$ cat src/rtl/div_sequencer.sv
// div_sequencer: multi-cycle RISC-V M-extension divide/remainder unit
// (DIV, DIVU, REM, REMU). Special cases (divide by zero, signed overflow)
// resolve straight to DONE. All other requests take SETUP, WIDTH restoring
// shift-subtract iterations, and FIXUP before the result is presented.
//
// Ports:
//   clk, rst     clock, synchronous active-high reset
//   flush        kill the in-flight operation; no response is produced
//   req_*        request handshake: op (funct3), rs1 dividend, rs2 divisor, tag
//   resp_*       response handshake: data (quotient or remainder), tag
//   busy         high whenever the sequencer is not idle
module div_sequencer #(
   parameter int WIDTH = 32,
   parameter int TAG_W = 5
) (
   input  logic             clk,
   input  logic             rst,
   input  logic             flush,
   input  logic             req_valid,
   output logic             req_ready,
   input  logic [2:0]       req_op,
   input  logic [WIDTH-1:0] req_rs1,
   input  logic [WIDTH-1:0] req_rs2,
   input  logic [TAG_W-1:0] req_tag,
   output logic             resp_valid,
   input  logic             resp_ready,
   output logic [WIDTH-1:0] resp_data,
   output logic [TAG_W-1:0] resp_tag,
   output logic             busy
);

   localparam int CW = (WIDTH > 1) ? $clog2(WIDTH) : 1;
   localparam logic [WIDTH-1:0] MIN_NEG = {1'b1, {(WIDTH-1){1'b0}}};

   typedef enum logic [2:0] {S_IDLE, S_SETUP, S_ITER, S_FIXUP, S_DONE} state_t;

   state_t           state_q, state_d;
   logic [1:0]       op_q, op_d;
   logic [TAG_W-1:0] tag_q, tag_d;
   logic [WIDTH-1:0] dvd_q, dvd_d;   // raw rs1 until SETUP, then shifting dividend
   logic [WIDTH-1:0] dvs_q, dvs_d;   // raw rs2 until SETUP, then divisor magnitude
   logic [WIDTH-1:0] rem_q, rem_d;
   logic [WIDTH-1:0] quo_q, quo_d;
   logic [WIDTH-1:0] data_q, data_d;
   logic [CW-1:0]    cnt_q, cnt_d;
   logic             negq_q, negq_d;
   logic             negr_q, negr_d;

   logic             sgn;
   logic [WIDTH:0]   trial, diff;

   // bit 2 of funct3 carries no meaning here
   logic unused_op;
   assign unused_op = req_op[2];

   assign req_ready  = (state_q == S_IDLE) && !flush && !rst;
   assign resp_valid = (state_q == S_DONE);
   assign resp_data  = data_q;
   assign resp_tag   = tag_q;
   assign busy       = (state_q != S_IDLE);

   always_comb begin
      state_d = state_q;
      op_d    = op_q;
      tag_d   = tag_q;
      dvd_d   = dvd_q;
      dvs_d   = dvs_q;
      rem_d   = rem_q;
      quo_d   = quo_q;
      data_d  = data_q;
      cnt_d   = cnt_q;
      negq_d  = negq_q;
      negr_d  = negr_q;
      sgn     = !op_q[0];
      // One extra bit: the shifted partial remainder can exceed WIDTH bits
      // when the divisor has its MSB set.
      trial   = {rem_q, dvd_q[WIDTH-1]};
      diff    = trial - {1'b0, dvs_q};

      case (state_q)
         S_IDLE: begin
            if (req_valid && req_ready) begin
               op_d  = req_op[1:0];
               tag_d = req_tag;
               dvd_d = req_rs1;
               dvs_d = req_rs2;
               if (req_rs2 == '0) begin
                  data_d  = req_op[1] ? req_rs1 : '1;
                  state_d = S_DONE;
               end else if (!req_op[0] && req_rs1 == MIN_NEG && req_rs2 == '1) begin
                  data_d  = req_op[1] ? '0 : MIN_NEG;
                  state_d = S_DONE;
               end else begin
                  state_d = S_SETUP;
               end
            end
         end
         S_SETUP: begin
            dvd_d   = (sgn && dvd_q[WIDTH-1]) ? -dvd_q : dvd_q;
            dvs_d   = (sgn && dvs_q[WIDTH-1]) ? -dvs_q : dvs_q;
            negq_d  = sgn && (dvd_q[WIDTH-1] ^ dvs_q[WIDTH-1]);
            negr_d  = sgn && dvd_q[WIDTH-1];
            rem_d   = '0;
            quo_d   = '0;
            cnt_d   = '0;
            state_d = S_ITER;
         end
         S_ITER: begin
            dvd_d = dvd_q << 1;
            if (!diff[WIDTH]) begin   // no borrow: trial >= divisor
               rem_d = diff[WIDTH-1:0];
               quo_d = {quo_q[WIDTH-2:0], 1'b1};
            end else begin
               rem_d = trial[WIDTH-1:0];
               quo_d = {quo_q[WIDTH-2:0], 1'b0};
            end
            cnt_d = cnt_q + CW'(1);
            if (cnt_q == CW'(WIDTH-1)) state_d = S_FIXUP;
         end
         S_FIXUP: begin
            if (op_q[1]) data_d = negr_q ? -rem_q : rem_q;
            else         data_d = negq_q ? -quo_q : quo_q;
            state_d = S_DONE;
         end
         S_DONE: begin
            if (resp_ready) state_d = S_IDLE;
         end
         default: state_d = S_IDLE;
      endcase

      // flush wins over everything, including a response handshake
      if (flush) state_d = S_IDLE;
   end

   always_ff @(posedge clk) begin
      if (rst) begin
         state_q <= S_IDLE;
         op_q    <= '0;
         tag_q   <= '0;
         dvd_q   <= '0;
         dvs_q   <= '0;
         rem_q   <= '0;
         quo_q   <= '0;
         data_q  <= '0;
         cnt_q   <= '0;
         negq_q  <= 1'b0;
         negr_q  <= 1'b0;
      end else begin
         state_q <= state_d;
         op_q    <= op_d;
         tag_q   <= tag_d;
         dvd_q   <= dvd_d;
         dvs_q   <= dvs_d;
         rem_q   <= rem_d;
         quo_q   <= quo_d;
         data_q  <= data_d;
         cnt_q   <= cnt_d;
         negq_q  <= negq_d;
         negr_q  <= negr_d;
      end
   end

endmodule

$ cat config.mk
export PLATFORM = sky130hd
export DESIGN_NAME = div_sequencer
export DESIGN_NICKNAME = d
export VERILOG_FILES = /design/src/rtl/div_sequencer.sv
export SDC_FILE = /design/constraint.sdc
export NUM_CORES = 1
export LEC_CHECK = 0
export CORE_MARGIN = 1
export CORE_UTILIZATION = 58
export DETAILED_ROUTE_END_ITERATION = 8
export HOLD_SLACK_MARGIN = 0.06
export PLACE_DENSITY = 0.89
export SYNTH_ARGS = -nofsm -noshare
export SYNTH_HDL_FRONTEND = slang
export SYNTH_SLANG_ARGS = --single-unit
$ cat constraint.sdc
create_clock -name clk -period 4.7 [get_ports clk]
set_input_delay 0.705 -clock clk [delete_from_list [all_inputs] [get_ports clk]]
set_output_delay 0.705 -clock clk [all_outputs]
set_load 0.01 [all_outputs]
==> summary.txt <==
STA
  • TNS Setup: 0 ps
  • Achievable Freq: 0.275 GHz
  • Final setup vio count: 0
  • Min Tclk post-route: 3640 ps
  • Least-Margin Pin Slew: 1170 ps
  • RSZ-0062 raised after global routing: no
  • Fin crit share: 0.775
  • Final worst slack: 1060 ps
  • Max-slew violations: 0
  • Final Hold Viols: 0
  • Max_slew headroom: 0.220
  • Clock Skew: 17.2 ps

Floorplan
  • Die H: 145 um
  • # rows: 51
  • Num ports: 117
  • Initial Util: 0.600
  • Core Area: 0.0198 mm^2
  • Die X: 145 um
  • Die area: 0.0210 mm^2

Clocking
  • Clock Sinks: 177
  • Reg clk slew, reported paths: 70 ps
  • Clock Latency Late Sink: 440 ps
  • Clock Tree Root: clkbuf_16
  • CTS Buffer Depth: 2
  • H-tree depth: 4
  • Post-CTS Hold Buffers: 0
  • Setup bufs post-CTS: 0
  • CTS tree: yes
  • Cts repair resizes: 0
  • Num CTS Buffers: 17

Placement
  • Detailed placer's ending HPWL: 26700 um
  • Number of port buffers: 115
  • Place WS: 1080 ps
  • GP Congestion: 0.958

Logic synthesis
  • Ys Warns: 0
  • Cell Area, Synth: 0.0119 mm^2
  • Main synth FF type: dfxtp_1
  • Syn Nets: 1706
  • Synth async-reset ratio: 0
  • Share of the synthesized area in the top cell type: 0.298
  • Avg Inst Size Synth: 7.47 um^2
  • Synth Instances: 1590
  • Register area share after synthesis: 0.298
  • Area leader, netlist: dfxtp_1
  • Netlist cell types: 74
  • Post-synth EDFFs: 0
  • Largest cells by area after synthesis: dfxtp_1, nor2_1, a21oi_1, nand2_1, xor2_1
  • FF+latch count, synth: 177

Final layout
  • Final #Nets: 1752
  • ANT cells: 0
  • Fill cells: 1584
  • Util after Layout: 0.695
  • Area Growth Syn to Fin: 15.9%
  • Share of cells above drive strength 1: 0.0437

Drt
  • Initial DRC Count: 1770
  • DRC: 0
  • Drt total wl: 37900 um
  • Number of nets still failing antenna checks after routing: 0
  • WL/cell: 19.8 um
  • Via count: 13066
  • Drt first pass iters: 7
  • Vias per cell: 6.83

Power and ir drop
  • Cell Pwr Density: 303 mW/mm^2
  • Peak supply drop: 0.236 mV
  • Lkg Pwr: 5.14 nW

Setup path
  • Worst Setup Path Type: reg2reg
  • Critical path's largest stage delay: 510 ps
  • Critical path's slowest cell: a211oi_4
  • Crit. End Element: flip-flop
  • Crit path required time: 4970 ps
  • CP cell instances: inv_1 -> ha_1 -> fa_1 -> nand2b_1 -> a21oi_1 -> o31ai_1 -> o31ai_1 -> buf_4 -> a21oi_1 -> a211oi_4 -> buf_12 -> nor2_1 -> a21oi_1 -> o21ai_1
  • CP Max Fanout: 43
  • WP buf/inv: 3
  • Largest delay share family, worst path: compound AO/OA/AOI/OAI gates
  • Critical path's most frequent cell: a21oi_1
  • Critical path arrival: 3910 ps
  • CP startpoint kind: flip-flop

Global route
  • Total global-route track usage: 0.351
  • Grt total ovfl: 0
  • First-pass GRT wire length: 60000 um
  • Pin count of the biggest net entering global routing: 75
  • Number of global-route vias before repair: 11461
  • Initial antenna violation count: 0

Flow run
  • Max_cap viols: 0

Run status
  • Status: finished clean

Min path
  • Hold/Removal Path Class: reg2reg
sequential cells by signal, indices dropped and copies added (netlist names):
signal     flops
quo_q         32
negr_q         1
rem_q         32
resp_data     32
negq_q         1
op_q           2
cnt_q          5
resp_tag       5
state_q        3
dvd_q         32
dvs_q         32
report_power, final:
part           total [mW]  internal, mW  switching [mW]
combinational        1.07         0.436           0.636
sequential           1.60          1.54          0.0590
clock                1.50         0.889           0.608
path summary, 6_finish.rpt:
| path | start | end | slack, ps | cells after the start |
|---|---|---|---|---|
| hold reg to reg | resp_data[26] | resp_data[26] | 450 | 2 |
| setup reg to reg | dvd_q[31] | rem_q[13] | 1060 | 14 |
| setup / recovery | dvd_q[31] | rem_q[13] | 1060 | 14 |
| hold / removal | resp_data[26] | resp_data[26] | 450 | 2 |
per-stage QoR:
| stage | power (mW) | hold WS, ps | cell area (um^2) | cells |
|---|---|---|---|---|
| final | 4.17 | 448 | 13800 | 1912 |
| after global placement | 2.63 | 433 | 13100 | 1882 |
| after detailed placement | 2.66 | 442 | 13100 | 1882 |
| after floorplan | 2.35 | 446 | 11900 | 1590 |
| after CTS | 4.14 | 451 | 13800 | 1912 |
| after global routing | 4.32 | 469 | 13800 | 1912 |
area by class of cell:
class / count / area (um^2) / share of cell area
clock buffer: 22 / 484 / 0.0352
clock inverter: 8 / 126 / 0.00919
inverter: 50 / 188 / 0.0136
multi-input combinational: 1255 / 7770 / 0.565
sequential: 177 / 3540 / 0.258
tap: 265 / 332 / 0.0241
timing repair buffer: 135 / 1310 / 0.0953
synthesized netlist by cell type (3+ instances only):
| master | count |
|---|---|
| a211oi_1 | 21 |
| a21o_1 | 22 |
| a21oi_1 | 113 |
| a221o_1 | 3 |
| a221oi_1 | 19 |
| a222oi_1 | 15 |
| a22o_1 | 13 |
| a22oi_1 | 49 |
| a311oi_1 | 3 |
| a31oi_1 | 10 |
| a32oi_1 | 15 |
| and3_1 | 8 |
| clkbuf_1 | 105 |
| dfxtp_1 | 177 |
| ha_1 | 38 |
| inv_1 | 50 |
| mux2i_1 | 14 |
| nand2_1 | 136 |
| nand2b_1 | 27 |
| nand3_1 | 22 |
| nand3b_1 | 8 |
| nand4_1 | 18 |
| nand4b_1 | 5 |
| nor2_1 | 191 |
| nor2b_1 | 22 |
| nor3_1 | 58 |
| nor3b_1 | 4 |
| nor4_1 | 35 |
| nor4b_1 | 3 |
| o211ai_1 | 17 |
| o21a_1 | 5 |
| o21ai_0 | 85 |
| o21ai_1 | 65 |
| o311ai_0 | 7 |
| o311ai_1 | 6 |
| o31ai_1 | 26 |
| o41ai_1 | 15 |
| or2_1 | 6 |
| or2_2 | 4 |
| or3_1 | 9 |
| or3_4 | 3 |
| or4_1 | 11 |
| xnor2_1 | 30 |
| xor2_1 | 58 |
kinds of logic after synthesis:
logic type,after synthesis,share of synthesized area
compound gates,533,0.295
xor+xnor,88,0.0649
fa+ha+maj,39,0.0417
buf+inv,158,0.0501
flops,177,0.298
mux,14,0.0118
simple gates,581,0.238
cell usage in the layout (no fill, tap or decap), types with 26 or more instances in the layout:
| cell | instances |
|---|---|
| nor4_1 | 35 |
| nor3_1 | 57 |
| o31ai_1 | 26 |
| o21ai_1 | 65 |
| xnor2_1 | 30 |
| nand2_1 | 136 |
| xor2_1 | 58 |
| inv_1 | 50 |
| dfxtp_1 | 177 |
| clkdlybuf4s50_1 | 114 |
| o21ai_0 | 85 |
| ha_1 | 38 |
| nor2_1 | 190 |
| a22oi_1 | 49 |
| a21oi_1 | 113 |
| nand2b_1 | 27 |
tightest hold or removal path: cells and delay by family (launching register included):
kind            cells  cell delay, ps
simple gates        1              50
compound gates      1              50
flops               1             310
layer usage:
metal / up-vias / wire [um] / global-route usage
met5: - / 0 / 0
met4: 0 / 2160 / 0.196
met3: 161 / 3880 / 0.0541
met2: 901 / 16900 / 0.554
met1: 6023 / 14900 / 0.456
li1: 5981 / - / -
No activity file was read; power rests on OpenSTA's default activity.
